$ cat src/rtl/fwd_hazard_unit_if.sv
`default_nettype none
// ============================================================================
// Module      : fwd_hazard_unit_if
// Description : ID-stage hazard inputs and EX-stage forwarding and stall
//               outputs of fwd_hazard_unit, bundled as one interface.
//               The master side presents ID fields and flush.
//               The slave side returns the forwarding selects and stall.
// Revision    : 1.0  initial release
// ============================================================================
interface fwd_hazard_unit_if #(
  parameter int REG_ADDR_W = 5
);
  logic [REG_ADDR_W-1:0] id_rs_i;
  logic [REG_ADDR_W-1:0] id_rt_i;
  logic                  id_rt_used_i;
  logic [REG_ADDR_W-1:0] id_dst_i;
  logic                  id_regwrite_i;
  logic                  id_memread_i;
  logic                  flush_i;
  logic [1:0]            forward_a_o;
  logic [1:0]            forward_b_o;
  logic                  stall_o;

  modport master (
    output id_rs_i, id_rt_i, id_rt_used_i, id_dst_i,
           id_regwrite_i, id_memread_i, flush_i,
    input  forward_a_o, forward_b_o, stall_o
  );

  modport slave (
    input  id_rs_i, id_rt_i, id_rt_used_i, id_dst_i,
           id_regwrite_i, id_memread_i, flush_i,
    output forward_a_o, forward_b_o, stall_o
  );
endinterface
`default_nettype wire

$ cat src/rtl/fwd_hazard_unit.sv
`default_nettype none
// ============================================================================
// Module      : fwd_hazard_unit
// Description : Generates the EX-stage operand forwarding selects and the
//               load-use stall for a 5-stage pipeline. It tracks the
//               destination register of the instructions in EX, MEM and WB.
//               The selects are registered into EX with the instruction.
//                 00 = register file, 01 = MEM/WB, 10 = EX/MEM
//               Optional macro FWD_PERF_CNT_EN adds stall and forward counters.
// Revision    : 1.0  initial release
// ============================================================================
module fwd_hazard_unit #(
  parameter int REG_ADDR_W = 5,
  parameter int CNT_W      = 32
) (
  input  logic                clk_i,
  input  logic                rst_i,
  fwd_hazard_unit_if.slave    bus
`ifdef FWD_PERF_CNT_EN
  ,
  output logic [CNT_W-1:0]    stall_cnt_o,
  output logic [CNT_W-1:0]    fwd_cnt_o
`endif
);

  // Pipeline tracking slots
  logic [REG_ADDR_W-1:0] ex_dst_q, ex_dst_d;
  logic                  ex_we_q, ex_we_d;
  logic                  ex_mr_q, ex_mr_d;
  logic [REG_ADDR_W-1:0] mem_dst_q, mem_dst_d;
  logic                  mem_we_q, mem_we_d;
  logic [REG_ADDR_W-1:0] wb_dst_q, wb_dst_d;
  logic                  wb_we_q, wb_we_d;
  logic [1:0]            fwd_a_q, fwd_a_d;
  logic [1:0]            fwd_b_q, fwd_b_d;

  logic                  stall;
  logic                  bubble;
  logic [1:0]            sel_a;
  logic [1:0]            sel_b;

  // The WB result reaches EX through the register file, so nothing here
  // reads the WB slot. It is kept so the full pipeline occupancy is tracked.
  logic unused_wb;
  assign unused_wb = ^{wb_dst_q, wb_we_q};

  // Load-use detection and select computation from the pre-edge slots.
  always_comb begin
    stall = 1'b0;
    sel_a = 2'b00;
    sel_b = 2'b00;

    if (ex_mr_q && ex_we_q && (ex_dst_q != '0) &&
        ((ex_dst_q == bus.id_rs_i) ||
         (bus.id_rt_used_i && (ex_dst_q == bus.id_rt_i))))
      stall = ~bus.flush_i & ~rst_i;

    // The EX producer is the most recent writer, so it wins over MEM.
    if ((bus.id_rs_i != '0) && ex_we_q && (ex_dst_q == bus.id_rs_i))
      sel_a = 2'b10;
    else if ((bus.id_rs_i != '0) && mem_we_q && (mem_dst_q == bus.id_rs_i))
      sel_a = 2'b01;

    if (bus.id_rt_used_i && (bus.id_rt_i != '0) && ex_we_q &&
        (ex_dst_q == bus.id_rt_i))
      sel_b = 2'b10;
    else if (bus.id_rt_used_i && (bus.id_rt_i != '0) && mem_we_q &&
             (mem_dst_q == bus.id_rt_i))
      sel_b = 2'b01;
  end

  // Next-state logic: advance the slots, and insert a bubble into EX on flush or stall.
  always_comb begin
    bubble    = bus.flush_i | stall;
    wb_dst_d  = mem_dst_q;
    wb_we_d   = mem_we_q;
    mem_dst_d = ex_dst_q;
    mem_we_d  = ex_we_q;
    ex_dst_d  = '0;
    ex_we_d   = 1'b0;
    ex_mr_d   = 1'b0;
    fwd_a_d   = 2'b00;
    fwd_b_d   = 2'b00;
    if (!bubble) begin
      ex_dst_d = bus.id_dst_i;
      ex_we_d  = bus.id_regwrite_i;
      ex_mr_d  = bus.id_memread_i;
      fwd_a_d  = sel_a;
      fwd_b_d  = sel_b;
    end
  end

  // Slot and select registers with synchronous reset
  always_ff @(posedge clk_i) begin
    if (rst_i) begin
      ex_dst_q  <= '0;
      ex_we_q   <= 1'b0;
      ex_mr_q   <= 1'b0;
      mem_dst_q <= '0;
      mem_we_q  <= 1'b0;
      wb_dst_q  <= '0;
      wb_we_q   <= 1'b0;
      fwd_a_q   <= 2'b00;
      fwd_b_q   <= 2'b00;
    end else begin
      ex_dst_q  <= ex_dst_d;
      ex_we_q   <= ex_we_d;
      ex_mr_q   <= ex_mr_d;
      mem_dst_q <= mem_dst_d;
      mem_we_q  <= mem_we_d;
      wb_dst_q  <= wb_dst_d;
      wb_we_q   <= wb_we_d;
      fwd_a_q   <= fwd_a_d;
      fwd_b_q   <= fwd_b_d;
    end
  end

  assign bus.forward_a_o = fwd_a_q;
  assign bus.forward_b_o = fwd_b_q;
  assign bus.stall_o     = stall;

`ifdef FWD_PERF_CNT_EN
  logic [CNT_W-1:0] stall_cnt_q, stall_cnt_d;
  logic [CNT_W-1:0] fwd_cnt_q, fwd_cnt_d;

  // Event counters: one count per stalled edge, and one per forwarding edge
  always_comb begin
    stall_cnt_d = stall_cnt_q + {{(CNT_W-1){1'b0}}, stall};
    fwd_cnt_d   = fwd_cnt_q +
                  {{(CNT_W-1){1'b0}}, (~bubble & ((sel_a != 2'b00) | (sel_b != 2'b00)))};
  end

  // Counter registers, cleared by reset and wrapping naturally
  always_ff @(posedge clk_i) begin
    if (rst_i) begin
      stall_cnt_q <= '0;
      fwd_cnt_q   <= '0;
    end else begin
      stall_cnt_q <= stall_cnt_d;
      fwd_cnt_q   <= fwd_cnt_d;
    end
  end

  assign stall_cnt_o = stall_cnt_q;
  assign fwd_cnt_o   = fwd_cnt_q;
`else
  // CNT_W only sizes the optional counters
  localparam int unsigned c_unused_cnt_w = CNT_W;
`endif

endmodule
`default_nettype wire

$ cat src/flat_wrapper.sv
// flat-port wrapper written by rule: the top's interface ports become plain ports
module fwd_hazard_unit_flat 
#(
  parameter int REG_ADDR_W = 5,
  parameter int CNT_W      = 32
)
  (clk_i, rst_i, bus_id_rs_i, bus_id_rt_i, bus_id_rt_used_i, bus_id_dst_i, bus_id_regwrite_i, bus_id_memread_i, bus_flush_i, bus_forward_a_o, bus_forward_b_o, bus_stall_o);
  fwd_hazard_unit_if #(.REG_ADDR_W(REG_ADDR_W)) bus_i ();
  input  logic clk_i;
  input  logic rst_i;
  input wire logic [$bits(bus_i.id_rs_i)-1:0] bus_id_rs_i;
  input wire logic [$bits(bus_i.id_rt_i)-1:0] bus_id_rt_i;
  input wire logic [$bits(bus_i.id_rt_used_i)-1:0] bus_id_rt_used_i;
  input wire logic [$bits(bus_i.id_dst_i)-1:0] bus_id_dst_i;
  input wire logic [$bits(bus_i.id_regwrite_i)-1:0] bus_id_regwrite_i;
  input wire logic [$bits(bus_i.id_memread_i)-1:0] bus_id_memread_i;
  input wire logic [$bits(bus_i.flush_i)-1:0] bus_flush_i;
  output wire logic [$bits(bus_i.forward_a_o)-1:0] bus_forward_a_o;
  output wire logic [$bits(bus_i.forward_b_o)-1:0] bus_forward_b_o;
  output wire logic [$bits(bus_i.stall_o)-1:0] bus_stall_o;
  assign bus_i.id_rs_i = bus_id_rs_i;
  assign bus_i.id_rt_i = bus_id_rt_i;
  assign bus_i.id_rt_used_i = bus_id_rt_used_i;
  assign bus_i.id_dst_i = bus_id_dst_i;
  assign bus_i.id_regwrite_i = bus_id_regwrite_i;
  assign bus_i.id_memread_i = bus_id_memread_i;
  assign bus_i.flush_i = bus_flush_i;
  assign bus_forward_a_o = bus_i.forward_a_o;
  assign bus_forward_b_o = bus_i.forward_b_o;
  assign bus_stall_o = bus_i.stall_o;
  fwd_hazard_unit #(.REG_ADDR_W(REG_ADDR_W), .CNT_W(CNT_W)) u_core (.clk_i(clk_i), .rst_i(rst_i), .bus(bus_i));
endmodule
$ cat config.mk
export PLATFORM = sky130hd
export DESIGN_NAME = fwd_hazard_unit_flat
export DESIGN_NICKNAME = d
export VERILOG_FILES = /design/src/rtl/fwd_hazard_unit_if.sv /design/src/rtl/fwd_hazard_unit.sv /design/src/flat_wrapper.sv
export SDC_FILE = /design/constraint.sdc
export NUM_CORES = 1
export LEC_CHECK = 0
export BUFFER_PORTS_ARGS = -buffer_cell sky130_fd_sc_hd__buf_2
export CORE_UTILIZATION = 44
export DETAILED_ROUTE_END_ITERATION = 10
export GPL_TIMING_DRIVEN = 0
export PLACE_DENSITY_LB_ADDON = 0.3
export SLEW_MARGIN = 20
export SYNTH_ARGS = -nofsm -noshare
export SYNTH_HDL_FRONTEND = slang
export SYNTH_SLANG_ARGS = --single-unit
$ cat constraint.sdc
create_clock -name clk_i -period 1.4 [get_ports clk_i]
set_clock_uncertainty 0.05 [all_clocks]
set_input_delay 0.28 -clock clk_i [delete_from_list [all_inputs] [get_ports clk_i]]
set_output_delay 0.28 -clock clk_i [all_outputs]
set_load 0.005 [all_outputs]
==> results_dict.tcl, run 1 <==
set metrics [dict create \
    drive_gt1_share_pct 48.7 \
    final_nets 139 \
    grt_pass1_wl_um 3170 \
    layout.area.seq_um2 359 \
    ctsHtreeMaxLevel 1 \
    cts_sinks 17 \
    cts.path.max_buffers 2 \
    grt_max_degree 11 \
    synth_fp_nets 107 \
    coreArea_um2 1750 \
    antenna_found_initial 0 \
    grt_usage_pct 22.2 \
    critPathLaunchType "register" \
    io_pins 26 \
    ys_warn_count 0 \
    cp_cell_sequence "nor3_2 > a21oi_2 > buf_6 > and2_1 > buf_2" \
    p_leak_uw 0.000474 \
    power.density_nw_per_um2 821 \
    min-delay-start "bus_id_dst_i[2]" \
    hpwl_um 1340 \
    drt_iter0_drc 8 \
    synth_top_area_share_pct 41.0 \
    ys_top_cells_by_area "dfxtp_1 (41%), xnor2_1 (15%), xor2_1 (6.3%), a21oi_1 (4.2%), nand3_1 (3.6%)" \
    cp_top_family "simple AND/OR/NAND/NOR gates" \
    required_ns 1.07 \
    hold_viol 0 \
    switchingPower_uw 252 \
    rr_worst_depth 6 \
    slowest_delay_ns 0.38 \
    drc_errors 0 \
    worst_slack_ns -0.410 \
    synth.cell_area_um2 830 \
    end_kind "output port" \
    intPower_uw 691 \
    clkLatencyLatePin_ns 0.29 \
    violations "setup timing" \
    hold_class "in -> reg" \
    cts_root_buf "clkbuf_4" \
    first_pass_iters 4 \
    regToRegSetupSlack_ns -0.03 \
    arrival_ns 1.48 \
    maxSlewHeadroom_pct 76.0 \
    initial_core_util_pct 47.5 \
    n_antenna_cell 0 \
    viasPerCell 5.19 \
    path_class "reg -> out" \
    crit_path_top_delay_cell "dfxtp_4" \
    netlist_instances 86 \
    worst_hold_path.num_cells 3 \
    avgRoutedWirePerCell_um 13.5 \
    yosysTopAreaCell "dfxtp_1" \
    drv_slew 0 \
    seq_power_share_pct 54.1 \
    vias 737 \
    timing.fmax_mhz 553 \
    vdd_drop_max_v 0.000660 \
    n_fill_cell 145 \
    gp_congestion 0.821 \
    reg2reg_from "u_core.ex_dst_q[3]" \
    sw_frac_of_total_pct 26.7 \
    tightest_slew_ns 0.351 \
    setup_viol 3 \
    cts_tree "done" \
    fin_crit_sh_pct 129 \
    fp-row-count 15 \
    syn2layout_area_growth_pct 38.3 \
    critical_path_cell_count 5 \
    path_buf_inv 2 \
    synth.avg_cell_area_um2 9.65 \
    max_cap_viol_count 0 \
    wl_um 1910 \
    fin_tns_setup_ns -0.462 \
    ant_nets 0 \
    clk_pin_slew_ns 0.09 \
    gr-total-overflow 0 \
    status "finished, violations left" \
    die-height_um 45.4 \
    min_period_ns 1.81 \
    cts_hold_buf 0 \
    synth-seq-cells 17 \
    grt_pass1_vias 737 \
    critical_path.startpoint "u_core.ex_dst_q[0]" \
    combPwrFrac_pct 18.3 \
    multi_input_area_um2 568 \
    die_w_um 45.4 \
    grt_setup_unrepaired "true" \
    seq_area_frac_synth_pct 41.0 \
    port-buffer-count 25 \
    dieArea_um2 2060 \
    cts_buffers 3 \
    worstPathMaxFanout 10 \
    yosysUniqueCellTypes 22 \
    power.total_uw 942 \
    clkPwrFrac_pct 27.7 \
]
-- metrics by stage --
stage | worst slack (ns) | util [%] | hold slack [ns] | instances | cell area, µm²
2_1_floorplan | 0.00162 | - | 0.302 | 86 | 838
3_3_place_gp | -0.328 | 57.0 | 0.436 | 136 | 995
3_5_place_dp | -0.344 | 57.0 | 0.434 | 136 | 995
4_1_cts | -0.399 | 63.6 | 0.128 | 141 | 1110
5_1_grt | -0.464 | 65.7 | 0.141 | 142 | 1150
6_report | -0.410 | 65.7 | 0.134 | 142 | 1150
-- cells in the final DEF (no fill, tap or decap) --
cell,n
and2b_1,4
nor4_1,1
nand3_2,3
nand2_1,7
nand3_1,5
xnor2_1,4
nor3_2,1
or4_1,2
a21oi_2,1
a21oi_1,7
o22ai_4,1
nor3_1,2
nor2_1,1
clkbuf_1,1
dfxtp_1,12
nor2b_1,2
buf_6,2
xor2_1,6
a2111oi_2,2
o21ai_0,3
buf_2,25
nor2_4,1
buf_4,2
dfxtp_4,5
a2111oi_0,1
and2_1,1
nand2_2,1
clkbuf_4,3
o211ai_1,1
xnor2_2,10
-- synthesized netlist by cell type --
cell	instances
nand2_1	8
and2_1	1
nand3_1	6
buf_6	2
a2111oi_2	2
nand3_2	2
nor2b_1	2
nor2_4	1
xnor2_1	14
a21oi_1	7
and2b_1	4
nor4_1	1
o22ai_1	1
o21ai_0	3
a2111oi_0	1
a21oi_2	1
nor2_1	1
or4_1	2
nor3_1	3
dfxtp_1	17
xor2_1	6
o211ai_1	1
-- per-layer routing --
metal / global-route usage [%] / share of wire [%] / vias to the layer above
li1: - / - / 367
met1: 26.7 / 44 / 339
met2: 38.0 / 50 / 25
met3: 2.78 / 3.8 / 6
met4: 12.1 / 1.8 / 0
met5: 0 / 0 / -
-- logic make-up (layout without fill, tap and decap cells) --
kind of cell	count (synthesis)	count (layout)	share of synthesized area [%]
AND/OR/NAND/NOR	31	31	21.7
flip-flops	17	17	41.0
buffers and inverters	2	33	2.71
AO/OA/AOI/OAI	16	16	13.4
XOR/XNOR	20	20	21.1
-- layout make-up --
cell class | instances | area share [%]
multi-input cells | 67 | 49.5
flip-flops and latches | 17 | 31.3
repair buffers | 27 | 12.2
well taps | 25 | 2.73
clock buffers | 4 | 2.29
plain buffers | 2 | 1.96
-- repair_timing --
action / in CTS / in global routing
buffers inserted: 1 / 1
pin swaps: 2 / 4
setup endpoints to repair: 2 / 12
resized for setup: 17 / 5
-- flip-flops by register name, indices dropped and copies added, names as in the netlist --
register                cells
u_core.mem_we_q             1
u_core.ex_mr_q              1
u_core.mem_dst_q            5
u_core.ex_dst_q             5
u_core.bus.forward_b_o      2
u_core.bus.forward_a_o      2
u_core.ex_we_q              1
-- final timing paths --
path / to
worst max-delay path: bus_stall_o
worst min-delay path: u_core.ex_dst_q[2]
worst max register to register: u_core.bus.forward_b_o[0]
worst min register to register: u_core.bus.forward_a_o[0]
-- worst reg2reg max path: cells and delay by family, from the launching register on --
| family | cells | cell delay (ns) |
|---|---|---|
| xor+xnor | 1 | 0.14 |
| compound gates | 2 | 0.36 |
| buf+inv | 2 | 0.28 |
| flops | 1 | 0.38 |
| simple gates | 1 | 0.12 |
-- power groups by stage --
stage | Combinational, µW | Clock, µW | Sequential (µW)
CTS | 156 | 269 | 509
global placement | 132 | 0 | 522
global route | 186 | 282 | 512
finish | 172 | 261 | 509
floorplan | 82.2 | 0 | 518
detailed placement | 136 | 0 | 522
Power figures use the tool's default switching activity.
==> run 2: changes to the inputs <==
- CORE_ASPECT_RATIO: default -> 0.75
==> results_dict.tcl, run 2 (same netlist as run 1, synthesis figures left out) <==
set metrics [dict create \
    max_cap_viol_count 0 \
    reg2reg_from "u_core.ex_dst_q[0]" \
    fp-row-count 13 \
    cts_hold_buf 0 \
    drive_gt1_share_pct 45.7 \
    worstPathMaxFanout 4 \
    power.density_nw_per_um2 831 \
    hold_class "in -> reg" \
    drv_slew 0 \
    die_w_um 52.1 \
    grt_usage_pct 24.7 \
    drc_errors 0 \
    maxSlewHeadroom_pct 77.5 \
    required_ns 1.07 \
    port-buffer-count 25 \
    timing.fmax_mhz 551 \
    avgRoutedWirePerCell_um 14.5 \
    clkLatencyLatePin_ns 0.29 \
    grt_max_degree 11 \
    end_kind "output port" \
    reg.largest.list "u_core.ex_dst_q x5, u_core.mem_dst_q x5" \
    n_antenna_cell 0 \
    fin_util_pct 63.4 \
    cts_tree "done" \
    viasPerCell 5.32 \
    ctsHtreeMaxLevel 1 \
    wl_um 2000 \
    worst_hold_path.num_cells 3 \
    rr_worst_depth 6 \
    vias 734 \
    final_nets 138 \
    initial_core_util_pct 47.2 \
    cts.path.max_buffers 2 \
    dieArea_um2 2060 \
    gr-total-overflow 0 \
    clk_pin_slew_ns 0.09 \
    coreArea_um2 1760 \
    setup_viol 5 \
    layout_common_cells "buf_2 (25), dfxtp_1 (12), xnor2_2 (9)" \
    hpwl_um 1400 \
    min_period_ns 1.82 \
    critPathLaunchType "register" \
    fin_crit_sh_pct 130 \
    holdPathEnd "u_core.ex_dst_q[1]" \
    p_leak_uw 0.000463 \
    fin_area_um2 1110 \
    regToRegSetupSlack_ns -0.11 \
    first_pass_iters 4 \
    n_fill_cell 160 \
    ant_nets 0 \
    r2r_end "u_core.bus.forward_a_o[0]" \
    die-height_um 39.6 \
    place_area_um2 991 \
    cts_sinks 17 \
    grt_pass1_wl_um 3370 \
    violations "setup timing" \
    drt_iter0_drc 17 \
    cts_root_buf "clkbuf_4" \
    min-delay-start "bus_id_dst_i[1]" \
    gp_congestion 0.840 \
    io_pins 26 \
    layout_commonest_cell "buf_2" \
    antenna_found_initial 0 \
    grt_pass1_vias 697 \
    vdd_drop_max_v 0.000569 \
    worst_slack_ns -0.416 \
    path_class "reg -> out" \
    hold_viol 0 \
    cts_buffers 3 \
    tightest_slew_ns 0.334 \
    status "finished, violations left" \
    grt_setup_unrepaired "true" \
    syn2layout_area_growth_pct 34.2 \
    arrival_ns 1.49 \
]
run 2: cell count changes in the layout (fill, tap and decap cells not counted), sizes merged:
cell  change
buf       -1
run 2: routing by layer:
metal	share of wire (%)	global-route usage, %	up-vias	routed length [µm]
met1	41	28.5	326	820
met5	0	0	-	0
met2	48	41.3	38	958
li1	-	-	360	-
met4	3.6	12.5	0	71
met3	7.3	8.53	10	146
run 2: repair_timing:
item,4_1_cts,5_1_grt
pin swaps,1,1
buffers inserted,1,0
endpoints found under the setup margin,2,11
gates cloned,0,0
resized for setup,14,4
run 2: cell type report:
cell class                      instances  area [µm²]  share of cell area (%)
Sequential cell                        17         359                    32.2
Buffer                                  2        22.5                    2.02
Multi-Input combinational cell         67         546                    49.0
Clock buffer                            4        26.3                    2.36
Tap cell                               22        27.5                    2.47
Timing Repair Buffer                   26         133                    11.9
run 2: through the flow:
stage,worst slack (ns),instances,setup TNS [ns],total power [µW],hold WS [ns]
final,-0.416,138,-0.591,925,0.144
after global routing,-0.504,138,-1.30,975,0.129
after CTS,-0.414,138,-0.606,925,0.134
after detailed placement,-0.345,133,-0.855,659,0.446
after global placement,-0.328,133,-0.652,654,0.439
after floorplan,0.00162,86,0,600,0.302
run 2: worst max path at each step:
stage	start	endpoint	slack, ns
after floorplan	u_core.ex_dst_q[1]	bus_stall_o	0.002
after global placement	rst_i	bus_stall_o	-0.33
after detailed placement	rst_i	bus_stall_o	-0.34
after CTS	u_core.ex_dst_q[0]	bus_stall_o	-0.41
after global routing	u_core.ex_dst_q[2]	bus_stall_o	-0.50
final	u_core.ex_dst_q[0]	bus_stall_o	-0.42
run 2: worst max-delay path: stages (launching register included):
cell     delay [ns]
dfxtp_4        0.38
xnor2_2        0.16
nand3_1        0.11
o22ai_2        0.21
buf_6          0.13
and2_1         0.11
buf_2          0.10
run 2: where the power goes:
group          internal (µW)  switching, µW
Combinational           83.7           76.1
Clock                    111            144
Sequential               491           19.2
Total                    685            240
==> run 3: changes to the inputs <==
- CORE_UTILIZATION: 44 -> 48
- CTS_CLUSTER_DIAMETER: default -> 200
- clock period: 1.4 -> 1.75 ns (I/O delays scaled with it)
==> results_dict.tcl, run 3 (same netlist as run 1, synthesis figures left out) <==
set metrics [dict create \
    fin_tns_setup_ns -0.184 \
    gp_congestion 0.856 \
    arrival_ns 1.53 \
    min-delay-start "bus_id_dst_i[1]" \
    critPathLaunchType "register" \
    die_w_um 50.0 \
    port-buffer-count 25 \
    worstPathMaxFanout 4 \
    viasPerCell 5.26 \
    grt_pass1_wl_um 3190 \
    cts.path.max_buffers 2 \
    cts_buffers 3 \
    vias 747 \
    drv_slew 0 \
    syn2layout_area_growth_pct 39.7 \
    path_class "reg -> out" \
    max_cap_viol_count 0 \
    end_kind "output port" \
    grt_setup_unrepaired "true" \
    clkLatencyLatePin_ns 0.29 \
    die-height_um 38 \
    drc_errors 0 \
    io_pins 26 \
    worst_slack_ns -0.184 \
    n_antenna_cell 0 \
    maxSlewHeadroom_pct 70.4 \
    setup_viol 1 \
    cts_sinks 17 \
    cts_root_buf "clkbuf_4" \
    drt_iter0_drc 17 \
    grt_pass1_vias 687 \
    fp-row-count 12 \
    clk_pin_slew_ns 0.10 \
    first_pass_iters 5 \
    hold_slack_ns 0.199 \
    vdd_drop_max_v 0.000394 \
    ctsHtreeMaxLevel 1 \
    layout_commonest_cell "buf_2" \
    tightest_slew_ns 0.432 \
    avgRoutedWirePerCell_um 14.5 \
    initial_core_util_pct 53.6 \
    hold_class "in -> reg" \
    gr-total-overflow 0 \
    timing.fmax_mhz 517 \
    coreArea_um2 1550 \
    grt_max_degree 11 \
    cts_tree "done" \
    reg2reg_from "u_core.ex_dst_q[0]" \
    dieArea_um2 1900 \
    reg.largest.list "u_core.ex_dst_q x5, u_core.mem_dst_q x5" \
    hpwl_um 1330 \
    layout_common_cells "buf_2 (25), dfxtp_1 (12), xnor2_2 (9)" \
    hold_viol 0 \
    wl_um 2060 \
    violations "setup timing" \
    critical_path.startpoint "u_core.ex_dst_q[0]" \
    antenna_found_initial 0 \
    drive_gt1_share_pct 48.8 \
    status "finished, violations left" \
    fin_crit_sh_pct 111 \
    min_period_ns 1.93 \
    p_leak_uw 0.000491 \
    grt_usage_pct 24.3 \
    ant_nets 0 \
    required_ns 1.35 \
    final_nets 143 \
    power.density_nw_per_um2 657 \
]
==> run 3: changes by cell type in the layout (fill, tap and decap cells not counted) <==
cell	delta
buf_4	+5
a21oi_4	+1
clkinv_2	+1
clkbuf_1	-1
a21oi_2	-1
==> run 3: stage by stage <==
stage | worst slack, ns | instances | instance area, µm² | utilization [%] | total power, µW
2_1_floorplan | 0.235 | 86 | 830 | - | 478
3_3_place_gp | -0.120 | 132 | 981 | 63.4 | 520
3_5_place_dp | -0.126 | 132 | 981 | 63.4 | 524
4_1_cts | -0.130 | 137 | 1090 | 70.4 | 747
5_1_grt | -0.226 | 142 | 1160 | 74.9 | 798
6_report | -0.184 | 142 | 1160 | 74.9 | 761
==> run 3: power by group <==
group	switching [µW]	internal, µW
sequential	15.2	393
clock	128	85.2
combinational	65.9	74.1
==> run 3: worst paths after layout <==
kind	slack, ns	cells past startpoint	end
setup / recovery	-0.18	6	bus_stall_o
hold / removal	0.20	3	u_core.ex_dst_q[1]
setup reg to reg	0.25	6	u_core.bus.forward_b_o[0]
hold reg to reg	0.45	2	u_core.bus.forward_a_o[0]
==> run 3: per-layer routing <==
| layer | routed length, µm | GRT usage, % |
|---|---|---|
| met4 | 53 | 9.29 |
| met1 | 863 | 26.2 |
| met5 | 0 | 0 |
| met2 | 1050 | 45.0 |
| met3 | 93 | 7.94 |
==> run 3: worst max-delay path, stage by stage (launching register included) <==
cell     delay (ns)
dfxtp_4        0.39
xnor2_2        0.20
nand3_2        0.15
o22ai_2        0.17
buf_6          0.13
and2_1         0.10
buf_2          0.10
==> run 3: repair_timing <==
| item | in CTS | in global routing |
|---|---|---|
| pin swaps | 4 | 3 |
| hold buffers | 0 | 0 |
| setup buffers | 1 | 5 |
| gates resized for setup | 17 | 5 |
| endpoints found under the setup margin | 1 | 1 |
==> run 3: area by class of cell <==
class / instances / area [µm²]
timing repair buffer: 31 / 170
fill: 101 / 388
clock buffer: 3 / 22.5
clock inverter: 1 / 5.00
tap: 21 / 26.3
multi-input combinational: 67 / 553
sequential: 17 / 359
buffer: 2 / 22.5
